## src/rtl/sized_fifo_if.sv

```systemverilog
// sized_fifo_if: producer/consumer bundle for sized_fifo.
// Parameters: width (data bits), depth (entries, sets COUNT width).
// Signals: D_IN/ENQ (enqueue side), D_OUT/DEQ (dequeue side),
//          FULL_N, EMPTY_N, COUNT, ALMOST_FULL, ALMOST_EMPTY (status),
//          OVF/UDF (sticky error flags, constant 0 unless SIZED_FIFO_ERR_EN).
// Modports: master (user of the FIFO), slave (the FIFO itself).
interface sized_fifo_if #(
    parameter int width = 1,
    parameter int depth = 4
);
    localparam int cw = $clog2(depth + 1);
    logic [width-1:0] D_IN;
    logic             ENQ;
    logic             FULL_N;
    logic [width-1:0] D_OUT;
    logic             DEQ;
    logic             EMPTY_N;
    logic [cw-1:0]    COUNT;
    logic             ALMOST_FULL;
    logic             ALMOST_EMPTY;
    logic             OVF;
    logic             UDF;
    modport master (
        output D_IN, ENQ, DEQ,
        input  FULL_N, D_OUT, EMPTY_N, COUNT, ALMOST_FULL, ALMOST_EMPTY, OVF, UDF
    );
    modport slave (
        input  D_IN, ENQ, DEQ,
        output FULL_N, D_OUT, EMPTY_N, COUNT, ALMOST_FULL, ALMOST_EMPTY, OVF, UDF
    );
endinterface

```

## src/rtl/sized_fifo.sv

```systemverilog
// sized_fifo: parametrised synchronous FIFO of any depth >= 2 with occupancy flags.
// Ports: CLK (clock), RST_N (async active-low reset), CLR (sync clear, retains storage),
//        q (sized_fifo_if.slave: D_IN/ENQ/FULL_N, D_OUT/DEQ/EMPTY_N, COUNT,
//        ALMOST_FULL, ALMOST_EMPTY, OVF, UDF).
// Optional feature: define SIZED_FIFO_ERR_EN to build sticky OVF/UDF capture;
// otherwise OVF/UDF are tied to 0.
module sized_fifo #(
    parameter int width    = 1,
    parameter int depth    = 4,
    parameter bit guarded  = 1'b1,
    parameter int af_level = depth - 1,
    parameter int ae_level = 1
) (
    input logic         CLK,
    input logic         RST_N,
    input logic         CLR,
    sized_fifo_if.slave q
);
    localparam int cw = $clog2(depth + 1);
    localparam int pw = $clog2(depth);
    logic [width-1:0] mem [depth];
    logic [pw-1:0]    rptr, wptr;
    logic [cw-1:0]    count;
    logic             full_n, empty_n, write_en, read_en;
    // Explicit wrap so non-power-of-two depths never rely on binary overflow.
    function automatic logic [pw-1:0] nxt(input logic [pw-1:0] p);
        return p == pw'(depth - 1) ? '0 : p + 1'b1;
    endfunction
    assign full_n   = count < cw'(depth);
    assign empty_n  = count != '0;
    // A guarded full FIFO accepts the write into the slot the same-cycle read frees.
    assign write_en = q.ENQ & (full_n | (guarded & q.DEQ));
    assign read_en  = q.DEQ & empty_n;
    always_ff @(posedge CLK or negedge RST_N)
        if (!RST_N) begin
            rptr  <= '0;
            wptr  <= '0;
            count <= '0;
            for (int i = 0; i < depth; i++) mem[i] <= '0;
        end else if (CLR) begin
            rptr  <= '0;
            wptr  <= '0;
            count <= '0;
        end else begin
            if (write_en) begin
                mem[wptr] <= q.D_IN;
                wptr      <= nxt(wptr);
            end
            if (read_en) rptr <= nxt(rptr);
            count <= count + cw'(write_en) - cw'(read_en);
        end
    assign q.FULL_N       = full_n;
    assign q.EMPTY_N      = empty_n;
    assign q.COUNT        = count;
    assign q.D_OUT        = mem[rptr];
    assign q.ALMOST_FULL  = count >= cw'(af_level);
    assign q.ALMOST_EMPTY = count <= cw'(ae_level);
`ifdef SIZED_FIFO_ERR_EN
    logic ovf, udf;
    always_ff @(posedge CLK or negedge RST_N)
        if (!RST_N) begin
            ovf <= 1'b0;
            udf <= 1'b0;
        end else if (CLR) begin
            ovf <= 1'b0;
            udf <= 1'b0;
        end else begin
            ovf <= ovf | (q.ENQ & ~write_en);
            udf <= udf | (q.DEQ & ~empty_n);
        end
    assign q.OVF = ovf;
    assign q.UDF = udf;
`else
    assign q.OVF = 1'b0;
    assign q.UDF = 1'b0;
`endif
endmodule

```

## src/flat_wrapper.sv

```systemverilog
// flat-port wrapper written by rule: the top's interface ports become plain ports
module sized_fifo_flat 
#(
    parameter int width    = 1,
    parameter int depth    = 4,
    parameter bit guarded  = 1'b1,
    parameter int af_level = depth - 1,
    parameter int ae_level = 1
)
  (CLK, RST_N, CLR, q_D_IN, q_ENQ, q_DEQ, q_FULL_N, q_D_OUT, q_EMPTY_N, q_COUNT, q_ALMOST_FULL, q_ALMOST_EMPTY, q_OVF, q_UDF);
  sized_fifo_if #(.width(width), .depth(depth)) q_i ();
  input logic CLK;
  input logic RST_N;
  input logic CLR;
  input wire logic [$bits(q_i.D_IN)-1:0] q_D_IN;
  input wire logic [$bits(q_i.ENQ)-1:0] q_ENQ;
  input wire logic [$bits(q_i.DEQ)-1:0] q_DEQ;
  output wire logic [$bits(q_i.FULL_N)-1:0] q_FULL_N;
  output wire logic [$bits(q_i.D_OUT)-1:0] q_D_OUT;
  output wire logic [$bits(q_i.EMPTY_N)-1:0] q_EMPTY_N;
  output wire logic [$bits(q_i.COUNT)-1:0] q_COUNT;
  output wire logic [$bits(q_i.ALMOST_FULL)-1:0] q_ALMOST_FULL;
  output wire logic [$bits(q_i.ALMOST_EMPTY)-1:0] q_ALMOST_EMPTY;
  output wire logic [$bits(q_i.OVF)-1:0] q_OVF;
  output wire logic [$bits(q_i.UDF)-1:0] q_UDF;
  assign q_i.D_IN = q_D_IN;
  assign q_i.ENQ = q_ENQ;
  assign q_i.DEQ = q_DEQ;
  assign q_FULL_N = q_i.FULL_N;
  assign q_D_OUT = q_i.D_OUT;
  assign q_EMPTY_N = q_i.EMPTY_N;
  assign q_COUNT = q_i.COUNT;
  assign q_ALMOST_FULL = q_i.ALMOST_FULL;
  assign q_ALMOST_EMPTY = q_i.ALMOST_EMPTY;
  assign q_OVF = q_i.OVF;
  assign q_UDF = q_i.UDF;
  sized_fifo #(.width(width), .depth(depth), .guarded(guarded), .af_level(af_level), .ae_level(ae_level)) u_core (.CLK(CLK), .RST_N(RST_N), .CLR(CLR), .q(q_i));
endmodule
```

## config.mk

```make
export PLATFORM = sky130hd
export DESIGN_NAME = sized_fifo_flat
export DESIGN_NICKNAME = d
export VERILOG_FILES = /design/src/rtl/sized_fifo_if.sv /design/src/rtl/sized_fifo.sv /design/src/flat_wrapper.sv
export SDC_FILE = /design/constraint.sdc
export NUM_CORES = 1
export LEC_CHECK = 0
export ABC_AREA = 1
export CAP_MARGIN = 20
export CELL_PAD_IN_SITES_DETAIL_PLACEMENT = 1
export CELL_PAD_IN_SITES_GLOBAL_PLACEMENT = 1
export CORE_MARGIN = 2
export CORE_UTILIZATION = 34
export CTS_BUF_LIST = sky130_fd_sc_hd__clkbuf_8
export CTS_CLUSTER_SIZE = 20
export DETAILED_ROUTE_END_ITERATION = 12
export PLACE_DENSITY = 0.81
export SYNTH_ARGS = -nofsm -noshare
export SYNTH_HDL_FRONTEND = slang
export SYNTH_SLANG_ARGS = --single-unit
```

## constraint.sdc

```tcl
create_clock -name CLK -period 1.8 [get_ports CLK]
set_input_delay 0.36 -clock CLK [delete_from_list [all_inputs] [get_ports CLK]]
set_output_delay 0.36 -clock CLK [all_outputs]
set_load 0.02 [all_outputs]
```

# Word level (Yosys, flattened, before mapping)
# Cells that the tools add are included.
# word_totals
reg_bits	11
input_bits	6
out_inout_bits	10
wordCells	43
# classes
add_sub_neg	4
order_cmp	6
eq_ne	2
muxes	13
n_bitwise	6
reduce_logical	5
# ops
op	count
two-way mux 2 bit	6
greater-or-equal comparator 3 bit, second input constant	2
inverter 2 -> 3 bit	2
adder 2 x 1 -> 2 bit, second input constant	2
bitwise mux 4 bit	1
== test 2 bit, second input constant	2
nonzero test 2 bit	2
adder 3 x 1 -> 3 bit	1
greater-or-equal comparator 3 x 2 -> 1 bit, second input constant	1
less-or-equal comparator 3 x 1 -> 1 bit, second input constant	1
less-than comparator 3 x 1 -> 1 bit, second input constant	1
less-than comparator 3 bit, second input constant	1
two-way mux 1 bit	3
two-way mux 3 bit	1
nonzero test 3 bit	1
subtractor 3 x 1 -> 3 bit	1
AND 1 bit	2
binary-select mux 1 bit (select 2 bit)	1
demux 1 bit (select 2 bit)	1
AND reduction 2 bit	1
logical AND 1 bit	1
inverter 1 bit	1
OR 1 bit	1

# Depth between registers and ports, before layout
# Gate-level depths: netlist of the first run.
# depth
ltp_word	6
depth_mapped	11
mapped_depth_nobuf	11

# Worst setup path before layout of the first run
# Ideal clock, no wire load.
# synth_timing
path_kind	register -> register
start	register u_core.count[2], in the netlist u_core.q.COUNT[2]
end	register u_core.count[2], in the netlist u_core.q.COUNT[2]
setup_time_ns	0.121
arrival_time_ns	2.036
required_time_ns	1.679
path_slack_ns	-0.357
stages_incl_launch_ff	12
n_path_buf	0
period_less_slack_ns	2.157
cell_sequence	dfrtp_1 -> inv_2 -> nand3_2 -> nand2_2 -> inv_1 -> ha_1 -> inv_1 -> ha_1 -> inv_1 -> fa_1 -> o21ai_1 -> a21oi_1
# synth_between
elab_chain_cells	6
elab_cells_between_ends	8
cone_classes	add/sub (2); order compare (1); mux (1); bitwise (3); reduce/logical (1)
# synth_rtl
element	line	source
from (decl)	sized_fifo.sv:23	logic [cw-1:0] count;
from (signal assigned)	sized_fifo.sv:50	count <= count + cw'(write_en) - cw'(read_en);
less-than comparator 3 bit	sized_fifo.sv:29	assign full_n = count < cw'(depth);
net q_FULL_N	flat_wrapper.sv:18	output wire logic [$bits(q_i.FULL_N)-1:0] q_FULL_N;
OR 1 bit	sized_fifo.sv:32	assign write_en = q.ENQ & (full_n | (guarded & q.DEQ));
AND 1 bit	sized_fifo.sv:32	
adder 3 x 1 -> 3 bit	sized_fifo.sv:50	
subtractor 3 x 1 -> 3 bit	sized_fifo.sv:50	
two-way mux 3 bit	sized_fifo.sv:40	end else if (CLR) begin
# The timed path passes the listed nets, and every way through them passes these cells.
# A chain may end at the register's enable or synchronous reset.

# Worst setup path after layout of the first run
# layout_timing
start	register u_core.count[1], in the netlist u_core.q.COUNT[1]
end	register u_core.count[2], in the netlist u_core.q.COUNT[2]
# layout_between
elab_chain_cells	6
elab_cells_between_ends	8
cone_classes	add/sub (2); order compare (1); mux (1); bitwise (3); reduce/logical (1)
# layout_rtl
element	line
less-than comparator 3 bit	sized_fifo.sv:29
OR 1 bit	sized_fifo.sv:32
AND 1 bit	sized_fifo.sv:32
adder 3 x 1 -> 3 bit	sized_fifo.sv:50
subtractor 3 x 1 -> 3 bit *	sized_fifo.sv:50
two-way mux 3 bit *	sized_fifo.sv:40
# Mark *: on every way between the ends. The rest lies on a longest branch, timed or not.

==> results of run 1 <==
-- layer usage --
layer | vias up | share of wire (%)
met5 | - | 0
met4 | 0 | 2.3
met3 | 6 | 2.2
met2 | 13 | 51
met1 | 359 | 44
li1 | 349 | -
-- worst max-delay path by stage --
stage / slack (ps) / cells past startpoint / end
3_5_place_dp: -330 / 10 / u_core.q.COUNT[2]
3_3_place_gp: -280 / 10 / u_core.q.COUNT[2]
6_report: -10 / 11 / u_core.q.COUNT[2]
4_1_cts: -20 / 10 / u_core.q.COUNT[1]
5_1_grt: -60 / 11 / u_core.q.COUNT[2]
2_1_floorplan: -190 / 11 / u_core.q.COUNT[2]
-- stage by stage --
step,area [um2],power [mW],hold slack (ps),util (%),std cells
after floorplan,747,0.847,64.4,-,90
after global placement,975,1.22,474,48.7,139
after detailed placement,975,1.27,487,48.7,139
after CTS,1050,1.57,488,52.7,146
after global routing,1090,1.78,519,54.3,149
final,1090,1.66,467,54.3,149
-- timing repair --
| item | 4_1_cts | 5_1_grt |
|---|---|---|
| gates resized for setup | 16 | 5 |
| pin swaps | 0 | 2 |
| buffers inserted | 3 | 3 |
| setup endpoints to repair | 7 | 5 |
-- where the power goes --
group	total [mW]	switching, mW	internal, mW	leakage [nW]
logic	1.02	0.530	0.487	0.400
clock network	0.247	0.0972	0.150	0.0269
registers	0.399	0.0705	0.328	0.142
-- logic make-up after synthesis --
family / count (synthesis) / share of synthesized area (%)
adders and majority gates: 9 / 16.4
buffers and inverters: 17 / 10.8
AOI/OAI and AO/OA: 7 / 6.34
DFF: 11 / 37.7
and+or+nand+nor: 44 / 28.3
other: 1 / 0.513
-- flip-flops by register name, indices dropped and copies added, names as in the netlist --
register and flops:
u_core.wptr 2, u_core.q.COUNT 3, u_core.rptr 2, u_core.mem 4
-- synthesized netlist by cell type --
cell type  instances
buf_4              2
fa_1               1
o21ai_1            1
nand2_2            2
nor2_1             6
o21ai_0            1
inv_2              4
buf_6              1
nand2_1           22
inv_1             10
nor2_2             1
dfrtp_1           11
nand3_1            2
a21oi_4            1
conb_1             1
nand3_2            1
ha_1               8
a21oi_1            4
nand4_1           10
-- critical path: stages, from the launching register on --
cell     delay [ps]
dfrtp_2         410
inv_2            80
nand3_4          80
nand2_2          90
inv_2            40
ha_4            210
inv_4            50
ha_4            120
inv_2            30
fa_2            340
o21ai_1         160
a21oi_1          70
-- placed cells by master, fill, tap and decap left out, types with 2 or more instances in the layout --
cell | netlist | routed
nand3_1 | 2 | 2
a21oi_1 | 4 | 4
inv_4 | 0 | 2
nand2_1 | 22 | 22
nor2_1 | 6 | 6
nand4_1 | 10 | 10
dfrtp_2 | 0 | 2
dlygate4sd2_1 | 0 | 5
buf_4 | 2 | 18
clkbuf_8 | 0 | 3
inv_2 | 4 | 7
dfrtp_1 | 11 | 9
ha_1 | 8 | 6
clkdlybuf4s50_1 | 0 | 6
o21ai_1 | 1 | 2
conb_1 | 1 | 2
inv_1 | 10 | 6
nand2_2 | 2 | 2
ha_4 | 0 | 2
-- area by class of cell --
type	count	share of cell area (%)
tap	27	3.11
clock buffer	3	3.80
sequential	11	25.6
multi-input combinational	62	38.2
inverter	14	5.30
timing repair buffer	31	23.6
clock inverter	1	0.346
==> flow_metrics.py, run 1 <==
metrics = {
    "pwr": {
        "power.density_mw_per_mm2": 1530,
        "p_leak_nw": 0.569,
        "ir_drop_v": 0.000790,
    },
    "hold_path": {
        "worstHoldPathType": "primary input to asynchronous set/reset pin",
    },
    "setup_path": {
        "crit_arrival_ps": 1930,
        "rr_worst_depth": 11,
        "r2r-end": "u_core.q.COUNT[2]",
        "startpoint": "u_core.q.COUNT[1]",
        "timing.rr.start": "u_core.q.COUNT[1]",
        "critPathCaptureType": "register",
        "start_kind": "register",
        "required_ps": 1920,
        "crit_fanout": 2,
        "r2r_slack_ps": -10,
        "path_class": "register to register",
    },
    "sta": {
        "finalSetupTns_ps": -10.8,
        "period_needed_ps": 1810,
        "skew_ps": 6.43,
        "tightest_slew_ps": 528,
        "max_slew_margin_pct": 64.7,
        "max_freq_ghz": 0.552,
        "period_share_pct": 101,
        "rsz0062_at_grt": "true",
        "report.final.slew_viol_count": 0,
        "worst_slack_ps": -10.8,
        "hold_viol_final": 0,
        "finalSetupViolCount": 1,
    },
    "grt": {
        "grt_util_met1_pct": 20.7,
        "grt_remaining_overflow": 0,
        "grt_pass1_vias": 741,
        "grt_start_max_net_pins": 14,
        "grt_busiest_layer": "met2",
        "grt_use_total_pct": 18.1,
        "antenna_found_initial": 0,
        "grt_pass1_wl_mm": 3.37,
        "gr-usage-met2_pct": 34.2,
        "use_met3_pct": 1.79,
    },
    "finish": {
        "seq_area_um2": 278,
        "syn_to_final_growth_pct": 48.6,
        "multi_input_comb_area_um2": 415,
        "n_fill_cell": 248,
        "nNetsFinal": 138,
        "drive_above_1_share_pct": 33.6,
        "antenna_cells": 0,
    },
    "yosys": {
        "ys_seq_area_share_pct": 37.7,
        "ys_ff_latch": 11,
        "synth.distinct_cells": 19,
        "synth_top_area_cell": "dfrtp_1",
        "netlist_area_um2": 731,
        "synthTopCellsByArea": "dfrtp_1 (38%), ha_1 (14%), nand2_1 (11%)",
        "synth_top_area_share_pct": 37.7,
        "ys_warn_count": 0,
        "syn_area_per_cell_um2": 8.21,
        "synthCells": 89,
    },
    "cts": {
        "root_buffer": "clkbuf_8",
        "cts_buffers": 3,
        "clock_path_buffers": 2,
        "cts_max_level": 1,
        "cts_tree": "done",
        "cts_sinks": 11,
        "hold_buffers": 0,
        "worst_skew_pair.late_latency_ps": 240,
        "clk_pin_slew_worst_paths_ps": 60,
    },
    "routing": {
        "drc": 0,
        "drt-initial-drc-count": 4,
        "antenna_left": 0,
        "routed_wl_mm": 2.24,
        "avgRoutedWirePerCell_um": 15.0,
        "dr_total_vias": 727,
        "viasPerCell": 4.88,
        "first_pass_iters": 4,
    },
    "floorplan": {
        "die-width_um": 50.4,
        "num_rows": 16,
        "initial_core_util_pct": 36.5,
        "pin_count": 16,
        "coreArea_mm2": 0.00200,
        "die_area_mm2": 0.00254,
        "die_y_um": 50.4,
    },
    "status": {
        "status": "finished, violations left",
        "violations": "setup timing",
    },
    "placed_design": {
        "place_congestion": 0.745,
        "dpl_worst_slack_ps": -331,
        "io_buffer_count": 13,
        "hpwl_mm": 1.56,
    },
    "flow_run": {
        "drv_cap": 0,
    },
}
Note: power is estimated with default switching activity, not from simulation.
==> run 2: changes to the inputs <==
REMOVE_ABC_BUFFERS = 1   (was default)
==> run 2 against run 1 <==
  * The flow now finishes without violations
  * Critical endpoint is now u_core.q.COUNT[1]
  * Largest power group unchanged
  * Sequential share of layout area grew 0.34 points
  * Global-route usage rose by 1.0 points
  * Sequential power down 1%
  * Wire length is 1.9% lower
==> flow_metrics.py, run 2 (synthesis results as in run 1) <==
metrics = {
    "cts": {
        "worst_skew_pair.late_latency_ps": 240,
        "root_buffer": "clkbuf_8",
        "clk_pin_slew_worst_paths_ps": 50,
        "clock_path_buffers": 2,
        "cts_tree": "done",
        "hold_buffers": 0,
        "cts_buffers": 3,
        "cts_max_level": 1,
        "cts_sinks": 11,
    },
    "sta": {
        "report.final.slew_viol_count": 0,
        "tightest_slew_ps": 566,
        "max_freq_ghz": 0.559,
        "max_slew_margin_pct": 62.1,
        "skew_ps": 0.920,
        "rsz0062_at_grt": "true",
        "period_needed_ps": 1790,
        "period_share_pct": 99.3,
        "hold_viol_final": 0,
        "finalSetupViolCount": 0,
    },
    "pwr": {
        "finalPower_mw": 1.61,
        "ir_drop_v": 0.000679,
        "power.density_mw_per_mm2": 1510,
        "p_leak_nw": 0.561,
    },
    "setup_path": {
        "crit_buf_inv": 5,
        "r2r_slack_ps": 10,
        "critical_path.max_stage_delay_ps": 520,
        "rr_worst_depth": 9,
        "critPathCaptureType": "register",
        "cp_cell_sequence": "inv_2 > buf_4 > buf_4 > ha_4 > inv_4 > ha_4 > inv_2 > fa_2 > nor2_1",
        "crit_arrival_ps": 1910,
        "required_ps": 1920,
        "timing.rr.start": "u_core.q.COUNT[0]",
        "crit_slowest_cell": "fa_2",
        "path_depth": 9,
        "crit_fanout": 2,
        "start_kind": "register",
        "startpoint": "u_core.q.COUNT[0]",
        "crit_family": "adder cells",
        "path_class": "register to register",
        "r2r-end": "u_core.q.COUNT[1]",
        "endpoint": "u_core.q.COUNT[1]",
    },
    "finish": {
        "multi_input_comb_area_um2": 412,
        "largest-register": "u_core.mem",
        "layout_common_cells": "nand2_1 (22), buf_4 (16), dfrtp_1 (11), nand4_1 (10), inv_2 (8)",
        "nNetsFinal": 136,
        "final_core_util_pct": 53.1,
        "syn_to_final_growth_pct": 45.4,
        "seq_area_um2": 275,
        "drive_above_1_share_pct": 31.7,
        "n_fill_cell": 247,
        "layout_commonest_cell": "nand2_1",
        "antenna_cells": 0,
        "largest_reg_flops": 4,
    },
    "routing": {
        "first_pass_iters": 4,
        "routed_wl_mm": 2.19,
        "dr_total_vias": 699,
        "antenna_left": 0,
        "drc": 0,
        "avgRoutedWirePerCell_um": 14.9,
        "drt-initial-drc-count": 3,
        "viasPerCell": 4.76,
    },
    "floorplan": {
        "initial_core_util_pct": 36.5,
        "die-width_um": 50.4,
        "pin_count": 16,
        "num_rows": 16,
        "die_area_mm2": 0.00254,
        "die_y_um": 50.4,
        "coreArea_mm2": 0.00200,
    },
    "grt": {
        "grt_use_total_pct": 19.1,
        "grt_remaining_overflow": 0,
        "grt_start_max_net_pins": 14,
        "grt_pass1_vias": 741,
        "grt_pass1_wl_mm": 3.57,
        "antenna_found_initial": 0,
    },
    "placed_design": {
        "hpwl_mm": 1.68,
        "io_buffer_count": 13,
        "place_congestion": 0.704,
    },
    "hold_path": {
        "worstHoldPathType": "primary input to asynchronous set/reset pin",
    },
    "status": {
        "status": "finished, final reports clean",
    },
    "flow_run": {
        "drv_cap": 0,
    },
}
[run 2: what timing repair did]
item                                    CTS  global route
pin swaps                                 5             5
endpoints found under the setup margin    7             4
gates resized for setup                  18             3
buffers inserted                          1             2
[run 2: report_power, final]
group,switching (mW),leakage [nW],internal [mW]
Combinational,0.509,0.390,0.455
Clock,0.0964,0.0269,0.150
Sequential,0.0692,0.144,0.325
[run 2: metal layers]
layer,vias to the layer above,part of all wire (%),global-route usage [%]
met4,0,0.87,6.76
li1,344,-,-
met3,2,2.6,1.79
met2,10,54,36.0
met5,-,0,0
met1,343,43,22.3
[run 2: worst min-delay path by stage]
stage                        startpoint                 to  slack, ps  depth (start not counted)
after floorplan                   RST_N      u_core.mem[0]         60                          0
after global placement    u_core.mem[1]      u_core.mem[1]        480                          2
after detailed placement  u_core.mem[1]      u_core.mem[1]        490                          2
after CTS                         RST_N     u_core.rptr[1]        500                          1
after global routing              RST_N  u_core.q.COUNT[2]        530                          1
final                             RST_N     u_core.rptr[1]        490                          1
[run 2: layout make-up]
class | count | area share, %
multi-input combinational | 62 | 38.8
sequential | 11 | 25.9
timing repair buffer | 29 | 22.7
inverter | 14 | 5.18
clock buffer | 3 | 3.89
tap | 27 | 3.18
clock inverter | 1 | 0.353
[run 2: through the flow]
step	setup TNS (ps)	hold slack (ps)	cells	instance area, um2	setup slack (ps)
global route	-129	530	147	1060	-68.0
CTS	-77.2	500	145	1050	-37.8
floorplan	-686	64.4	87	708	-357
global placement	-520	478	140	970	-278
finish	0	489	147	1060	12.2
detailed placement	-765	490	140	970	-401
